## src/rtl/fetch_pkg.sv

```systemverilog
// Shared constants and types for the instruction fetch unit.
package fetch_pkg;

    // RISC-V canonical NOP (addi x0, x0, 0), shown whenever the buffer is empty.
    localparam logic [31:0] NOP_INSTR        = 32'h0000_0013;
    localparam logic [31:0] RESET_PC_DEFAULT = 32'h0000_0000;

    // ISSUE: may send a request; WAIT: one request outstanding;
    // DROP: one request outstanding whose response belongs to a stale path.
    typedef enum logic [1:0] {
        ISSUE = 2'd0,
        WAIT  = 2'd1,
        DROP  = 2'd2
    } fetch_state_e;

endpackage

```

## src/rtl/fetch_buffer.sv

```systemverilog
// One-entry output buffer holding the instruction handed to the F/D register.
module fetch_buffer
    import fetch_pkg::*;
(
    input  logic        clk,
    input  logic        rst,
    input  logic        load,
    input  logic        clear,
    input  logic        consume,
    input  logic [31:0] load_instr,
    input  logic [31:0] load_pc,
    output logic [31:0] instr,
    output logic [31:0] pc,
    output logic        valid
);

    logic [31:0] instr_q;

    // Clear (redirect) beats load, load beats consume; PC is kept when emptied.
    always_ff @(posedge clk) begin
        if (rst) begin
            valid   <= 1'b0;
            instr_q <= NOP_INSTR;
            pc      <= 32'h0000_0000;
        end else if (clear) begin
            valid   <= 1'b0;
        end else if (load) begin
            valid   <= 1'b1;
            instr_q <= load_instr;
            pc      <= load_pc;
        end else if (consume) begin
            valid   <= 1'b0;
        end
    end

    assign instr = valid ? instr_q : NOP_INSTR;

endmodule

```

## src/rtl/fetch_unit.sv

```systemverilog
// Instruction fetch unit: single-outstanding request FSM, PC registers and output buffer.
module fetch_unit
    import fetch_pkg::*;
#(
    parameter logic [31:0] RESET_PC = RESET_PC_DEFAULT
) (
    input  logic        clk,
    input  logic        rst,
    input  logic        StallF,
    input  logic        PCSrcE,
    input  logic [31:0] PCTargetE,
    output logic        imem_req,
    output logic [31:0] imem_addr,
    input  logic        imem_gnt,
    input  logic        imem_rvalid,
    input  logic [31:0] imem_rdata,
    output logic [31:0] InstrF,
    output logic [31:0] PCF,
    output logic [31:0] PCPlus4F,
    output logic        ValidF
);

    fetch_state_e state, state_next;
    logic [31:0]  fetch_pc, fetch_pc_next;
    logic [31:0]  req_pc, req_pc_next;
    logic [31:0]  redirect_pc;
    logic         consume;
    logic         buf_load;

    // Redirect targets are forced to word alignment.
    assign redirect_pc = PCTargetE & ~32'd3;
    assign consume     = ValidF && !StallF;

    // A new request is only sent when its response is sure to find the buffer empty.
    assign imem_req  = !rst && (state == ISSUE) && !PCSrcE && (!ValidF || consume);
    assign imem_addr = fetch_pc;
    assign PCPlus4F  = PCF + 32'd4;

    // State and PC registers.
    always_ff @(posedge clk) begin
        if (rst) begin
            state    <= ISSUE;
            fetch_pc <= RESET_PC;
            req_pc   <= 32'h0000_0000;
        end else begin
            state    <= state_next;
            fetch_pc <= fetch_pc_next;
            req_pc   <= req_pc_next;
        end
    end

    // Next-state logic; a redirect always wins over the normal request/response flow.
    always_comb begin
        state_next    = state;
        fetch_pc_next = fetch_pc;
        req_pc_next   = req_pc;
        buf_load      = 1'b0;
        case (state)
            ISSUE: begin
                if (PCSrcE) begin
                    fetch_pc_next = redirect_pc;
                end else if (imem_req && imem_gnt) begin
                    req_pc_next   = fetch_pc;
                    fetch_pc_next = fetch_pc + 32'd4;
                    state_next    = WAIT;
                end
            end
            WAIT: begin
                if (PCSrcE) begin
                    fetch_pc_next = redirect_pc;
                    // A response arriving with the redirect is simply discarded.
                    state_next    = imem_rvalid ? ISSUE : DROP;
                end else if (imem_rvalid) begin
                    buf_load   = 1'b1;
                    state_next = ISSUE;
                end
            end
            DROP: begin
                if (PCSrcE) begin
                    fetch_pc_next = redirect_pc;
                end
                if (imem_rvalid) begin
                    state_next = ISSUE;
                end
            end
            default: begin
                state_next = ISSUE;
            end
        endcase
    end

    fetch_buffer u_buffer (
        .clk        (clk),
        .rst        (rst),
        .load       (buf_load),
        .clear      (PCSrcE),
        .consume    (consume),
        .load_instr (imem_rdata),
        .load_pc    (req_pc),
        .instr      (InstrF),
        .pc         (PCF),
        .valid      (ValidF)
    );

endmodule

```

## config.mk

```make
export PLATFORM = sky130hd
export DESIGN_NAME = fetch_unit
export DESIGN_NICKNAME = d
export VERILOG_FILES = /design/src/rtl/fetch_pkg.sv /design/src/rtl/fetch_buffer.sv /design/src/rtl/fetch_unit.sv
export SDC_FILE = /design/constraint.sdc
export NUM_CORES = 1
export LEC_CHECK = 0
export CAP_MARGIN = 30
export CORE_UTILIZATION = 47
export DETAILED_ROUTE_END_ITERATION = 16
export PLACE_DENSITY = 0.8
export SLEW_MARGIN = 20
export SYNTH_ARGS = -nofsm -noshare
export SYNTH_HDL_FRONTEND = slang
export SYNTH_SLANG_ARGS = --single-unit
```

## constraint.sdc

```tcl
create_clock -name clk -period 2.8 [get_ports clk]
set_input_delay 0.42 -clock clk [delete_from_list [all_inputs] [get_ports clk]]
set_output_delay 0.42 -clock clk [all_outputs]
set_load 0.01 [all_outputs]
```

==> results of run 1 <==
[state kept, by name (all words and copies together), names as in the netlist]
register,flops
u_buffer.pc,30
u_buffer.valid,1
req_pc,30
u_buffer.instr_q,32
state,2
imem_addr,30
[worst max-delay path by stage]
| stage | startpoint | end | slack [ns] | depth (start not counted) |
|---|---|---|---|---|
| 2_1_floorplan | u_buffer.pc[2] | PCPlus4F[26] | 0.63 | 5 |
| 3_3_place_gp | u_buffer.pc[7] | PCPlus4F[31] | 0.29 | 6 |
| 3_5_place_dp | u_buffer.pc[7] | PCPlus4F[31] | 0.23 | 6 |
| 4_1_cts | u_buffer.pc[3] | PCPlus4F[26] | 0.001 | 7 |
| 5_1_grt | u_buffer.pc[10] | PCPlus4F[26] | 0.01 | 6 |
| 6_report | u_buffer.pc[7] | PCPlus4F[29] | 0.12 | 6 |
[worst reg2reg max path: cells and delay by family (launching register included)]
kind	cells	cell delay (ns)
DFF	1	0.47
AOI/OAI and AO/OA	1	0.09
and+or+nand+nor	4	1.67
[cells in the mapped netlist (2+ instances only)]
library cell,n
clkbuf_1,49
a32oi_1,3
dfxtp_1,125
a21oi_1,112
and2_1,36
nand3_1,31
o21ai_0,23
a32o_1,3
o22ai_1,3
o41ai_1,3
nand4_1,22
nor2b_1,2
a31oi_1,10
inv_1,8
buf_4,6
a31o_2,2
xor2_1,5
nor2_1,30
nand2b_1,5
a21o_1,5
buf_1,6
o211ai_1,4
and4_1,6
a211o_1,2
nor3_1,10
o31ai_1,3
ha_1,6
or3_1,2
nor4_1,5
a41oi_1,4
or4_1,2
a22o_1,2
xnor2_1,23
and3_1,16
a211oi_1,5
nand2_1,241
a311oi_1,3
[metal layers]
layer	up-vias	routed length [um]
met5	-	0
met4	0	383
met3	40	1470
met2	315	8760
met1	3035	8040
li1	3238	-
[through the flow]
stage                     hold WS [ns]  total power, mW
after detailed placement         0.442             2.43
after global placement           0.438             2.42
after CTS                        0.441             4.66
final                            0.444             4.65
after global routing             0.456             4.78
after floorplan                  0.432             2.16
[cells by family after synthesis]
logic type,synth area share (%)
adder cells (fa/ha/maj),1.22
AND/OR/NAND/NOR,31.0
flip-flops,40.8
AO/OA/AOI/OAI,18.4
XOR/XNOR,4.00
other,0.0611
buffers and inverters,4.59
[timing repair]
action | 4_1_cts | 5_1_grt
endpoints found under the hold margin | 0 | 0
pin swaps | 0 | 1
gates resized for setup | 13 | 14
setup buffers | 0 | 1
endpoints found under the setup margin | 16 | 10
gates cloned | 0 | 0
hold buffers | 0 | 0
[power groups by stage]
| stage | clock network, mW | registers, mW | logic (mW) |
|---|---|---|---|
| floorplan | 0 | 1.94 | 0.226 |
| global placement | 0 | 1.94 | 0.485 |
| detailed placement | 0 | 1.94 | 0.490 |
| CTS | 2.27 | 1.90 | 0.492 |
| global route | 2.34 | 1.91 | 0.537 |
| finish | 2.25 | 1.90 | 0.496 |
[layout make-up]
type                    count  area, sq um
clock buffers              19          443
well taps                 172          215
clock inverters            13          166
flip-flops and latches    125         2520
multi-input cells         646         3410
inverters                   8         30.0
fillers                  1051         3710
repair buffers            224         2180
==> out/results.ini, run 1 <==
[global_routing]
grtUsageMet1_pct = 36.6
busiest_layer = met2
grt_first_pass_wirelength_mm = 28.9
use_met3_pct = 5.66
global_route.usage.met2_pct = 43.4
grt_usage_pct = 27.4
grt_max_degree = 93
grt-ovfl-total = 0
antenna_found_initial = 0
grt_pass1_vias = 5830

[sta]
timing.slew.headroom_pct = 37.2
drv_slew = 0
hold_viol = 0
skew_ns = 0.00866
rsz0062_at_grt = false
tns_ns = 0
fin_ws_ns = 0.125
fmax_ghz = 0.374
setup_viol_count_final = 0
period_minus_slack_ns = 2.68
max_slew.worst_pin.slew_ns = 0.941
post-route-period-util_pct = 95.5

[floorplanning]
core_area_sq_mm = 0.0127
rows = 41
ioPinCount = 200
fp.dieW_um = 116
die_y_um = 116
start_util_pct = 48.4
die_area_sq_mm = 0.0135

[routing]
num_vias = 6628
drt_first_pass_iters = 5
routed_wl_mm = 18.7
wl_per_cell_um = 15.5
vias_per_cell = 5.49
drtIter0Drc = 584
drc = 0
antenna_left = 0

[synth]
yosys_warnings = 0
synth_cells = 835
synth_cell_types = 49
synth.top_cells.by_area = dfxtp_1, nand2_1, a21oi_1
synth_area_leader_cell = dfxtp_1
synth-seq-area-share_pct = 40.8
synth_edf_count = 0
avgSynthCellArea_sq_um = 7.35
synth_area_sq_mm = 0.00613
ys_ff_latch = 125
synthFlopType = dfxtp_1
async_reset_ff_share_pct = 0
yosys.area.top_type_share_pct = 40.8

[clock_network]
path_clk_slew_ns = 0.06
cts.htree.levels = 4
cts_root_buffer = clkbuf_16
max-clock-path-buffers = 2
clkSinkCount = 125
cts_tree = built
clk_latency_ns = 0.42
cts_buffers = 17

[final_layout]
finalNonFillerCells = 1207
drive_gt1_share_pct = 8.99
areaGrowthSynthToFinish_pct = 46.0
final_area_sq_mm = 0.00896
nets = 1098
final_common_cell = nand2_1
antenna_cells = 0
fin_util_pct = 70.7
mostFrequentLayoutCells = nand2_1, clkdlybuf4s50_1, dfxtp_1

[critical_path]
required_ns = 2.38
crit_path_cell_trace = and4_4 -> and3_2 -> and2_4 -> nand2_1 -> xnor2_1 -> clkdlybuf4s50_1
rr_startpoint = imem_addr[13]
max_stage_delay_ns = 0.56
path_buf_inv = 1
cpMaxStageDelayCell = clkdlybuf4s50_1
worstRegToRegCells = 5
crit_fanout = 8
crit_family = simple AND/OR/NAND/NOR gates
startpoint_type = register
crit_path_end_kind = primary output
reg2reg_to = imem_addr[31]
rrSetupSlack_ns = 0.50
crit_arrival_ns = 2.26
worstSetupPathType = register to primary output

[hold_path]
holdPathEnd = u_buffer.pc[16]
holdPathStages = 2
hp-class = register to register
hp-start = req_pc[16]

[power]
clockPowerShare_pct = 48.4
p_leak_nw = 3.21
power.density_mw_per_mm2 = 519
switchingPower_mw = 1.15
ir_drop_mv = 0.387
seqPwrFrac_pct = 40.9
power.internal_mw = 3.50
power_frac_comb_pct = 10.7
netSwitchingFraction_pct = 24.6

[placement]
hpwl_mm = 13.1
place_ws_ns = 0.232
dpl.cell_count = 1174
port_buffers = 191
dpl_cell_area_sq_mm = 0.00829
place_congestion = 0.918

[run]
cap_violations = 0

[status]
status = finished clean

Power figures use the tool's default switching activity.
==> inputs of run 2 (changes only) <==
Settings changed: CORE_ASPECT_RATIO set to 1.25.
==> run 2 against run 1 <==
Compared with the run above:
- final area is 0.88% lower
- global-route usage hardly changed
- cell count is 0.91% lower
- critical endpoint is now PCPlus4F[21]
- maximum frequency is 0.92% lower
- clock power is 13% lower
- clock skew is 0.0022 ns higher
- largest power group unchanged
==> out/results.ini, run 2 (synthesis results as in run 1) <==
[status]
status = finished clean  ; unchanged

[sta]
skew_ns = 0.0109  ; was 0.00866 ns
post-route-period-util_pct = 96.4  ; was 95.5%
timing.slew.headroom_pct = 62.9  ; was 37.2%
fmax_ghz = 0.370  ; was 0.374 GHz
max_slew.worst_pin.slew_ns = 0.557  ; was 0.941 ns
whs_ns = 0.324  ; was 0.444 ns
hold_viol = 0  ; unchanged
tns_ns = 0  ; unchanged
setup_viol_count_final = 0  ; unchanged
drv_slew = 0  ; unchanged
period_minus_slack_ns = 2.70  ; was 2.68 ns

[final_layout]
fillerInstances = 1060  ; was 1051
nets = 1095  ; was 1098
areaGrowthSynthToFinish_pct = 44.7  ; was 46.0%
drive_gt1_share_pct = 8.27  ; was 8.99%
mostFrequentLayoutCells = nand2_1, clkdlybuf4s50_1, a21oi_1, dfxtp_1, and2_1  ; was nand2_1, clkdlybuf4s50_1, dfxtp_1
top_register = u_buffer.instr_q  ; unchanged
largest_reg_flops = 32  ; unchanged
multi_input_area_sq_mm = 0.00340  ; was 0.00341 sq mm
seqCellArea_sq_mm = 0.00252  ; unchanged
antenna_cells = 0  ; unchanged
final_common_cell = nand2_1  ; unchanged

[routing]
wl_per_cell_um = 15.6  ; was 15.5 um
drt_first_pass_iters = 5  ; unchanged
routed_wl_mm = 18.7  ; about the same
drc = 0  ; unchanged
antenna_left = 0  ; unchanged
vias_per_cell = 5.48  ; was 5.49
num_vias = 6558  ; was 6628
drtIter0Drc = 408  ; was 584

[floorplanning]
ioPinCount = 200  ; unchanged
start_util_pct = 48.2  ; was 48.4%
fp.dieW_um = 104  ; was 116 um
rows = 46  ; was 41
die_area_sq_mm = 0.0135  ; about the same
core_area_sq_mm = 0.0127  ; about the same
die_y_um = 130  ; was 116 um

[placement]
hpwl_mm = 13.0  ; was 13.1 mm
place_congestion = 0.941  ; was 0.918
port_buffers = 191  ; unchanged

[critical_path]
crit_path_end_kind = primary output  ; unchanged
rr_startpoint = imem_addr[10]  ; was imem_addr[13]
startpoint_type = register  ; unchanged
crit_fanout = 8  ; unchanged
rrSetupSlack_ns = 0.55  ; was 0.50 ns
crit_arrival_ns = 2.28  ; was 2.26 ns
required_ns = 2.38  ; about the same
worstRegToRegCells = 5  ; unchanged
worstSetupPathType = register to primary output  ; unchanged
reg2reg_to = imem_addr[31]  ; unchanged

[clock_network]
cts.htree.levels = 4  ; unchanged
clkSinkCount = 125  ; unchanged
cts_buffers = 17  ; unchanged
cts_root_buffer = clkbuf_16  ; unchanged
cts_hold_buffers = 0  ; unchanged
cts_tree = built  ; unchanged
cts_setup_buffers = 0  ; unchanged
max-clock-path-buffers = 2  ; unchanged
path_clk_slew_ns = 0.06  ; about the same
clk_latency_ns = 0.41  ; was 0.42 ns

[hold_path]
hp-start = rst  ; was req_pc[16]
holdPathEnd = imem_addr[25]  ; was u_buffer.pc[16]
holdPathStages = 2  ; unchanged
hp-class = primary input to register  ; was register to register

[power]
switchingPower_mw = 1.03  ; was 1.15 mW
clockPowerShare_pct = 45.0  ; was 48.4%
seqPwrFrac_pct = 43.9  ; was 40.9%
p_leak_nw = 3.24  ; was 3.21 nW
power_frac_comb_pct = 11.1  ; was 10.7%
power.internal_mw = 3.33  ; was 3.50 mW
power.density_mw_per_mm2 = 491  ; was 519 mW/mm^2
netSwitchingFraction_pct = 23.7  ; was 24.6%
ir_drop_mv = 0.371  ; was 0.387 mV

[run]
cap_violations = 0  ; unchanged

[global_routing]
grt-ovfl-total = 0  ; unchanged
grt_first_pass_wirelength_mm = 29.7  ; was 28.9 mm
grt_max_degree = 100  ; was 93
grt_usage_pct = 27.4  ; about the same
antenna_found_initial = 0  ; unchanged
grt_pass1_vias = 5907  ; was 5830

## run 2: how the worst max path moves through the flow
| stage | start | end |
|---|---|---|
| finish | u_buffer.pc[6] | PCPlus4F[21] |
| global route | u_buffer.pc[6] | PCPlus4F[31] |
| CTS | u_buffer.pc[7] | PCPlus4F[26] |
| floorplan | u_buffer.pc[2] | PCPlus4F[26] |
| global placement | u_buffer.pc[6] | PCPlus4F[19] |
| detailed placement | u_buffer.pc[6] | PCPlus4F[19] |
## run 2: stage by stage
stage	utilization [%]	area [sq um]	power [mW]	instances	worst slack, ns
2_1_floorplan	-	6150	2.16	840	0.632
3_3_place_gp	65.0	8270	2.41	1167	0.230
3_5_place_dp	65.0	8270	2.42	1167	0.194
4_1_cts	69.3	8820	4.38	1195	-0.0135
5_1_grt	69.8	8880	4.52	1196	-0.0102
6_report	69.8	8880	4.36	1196	0.100
## run 2: repair_timing
| item | in CTS | in global routing |
|---|---|---|
| pin swaps | 0 | 1 |
| resized for setup | 10 | 21 |
| setup endpoints to repair | 16 | 14 |
## run 2: power by group through the flow
| stage | Combinational (mW) | Sequential [mW] | Clock, mW |
|---|---|---|---|
| after floorplan | 0.226 | 1.94 | 0 |
| after global placement | 0.470 | 1.94 | 0 |
| after detailed placement | 0.473 | 1.94 | 0 |
| after CTS | 0.477 | 1.91 | 1.99 |
| after global routing | 0.523 | 1.92 | 2.07 |
| final | 0.483 | 1.91 | 1.96 |
## run 2: final cells by class
cell class / instances / share of cell area, %
Inverter: 8 / 0.338
Tap cell: 168 / 2.37
Clock buffer: 27 / 5.89
Sequential cell: 125 / 28.4
Clock inverter: 1 / 0.0564
Multi-Input combinational cell: 646 / 38.3
Timing Repair Buffer: 221 / 24.7
## run 2: critical path, stage by stage, from the launching register on
cell and delay [ns]:
dfxtp_2 0.37, and4_4 0.26, and3_4 0.22, and2_4 0.21
nand3_1 0.11, xnor2_1 0.15, clkdlybuf4s50_1 0.56
## run 2: layer usage
layer  vias up  track usage [%]  wire length, um
li1       3237                -                -
met1      3025             32.5             7830
met2       259             48.7             9450
met3        37             5.74              981
met4         0             10.8              391
met5         -                0                0
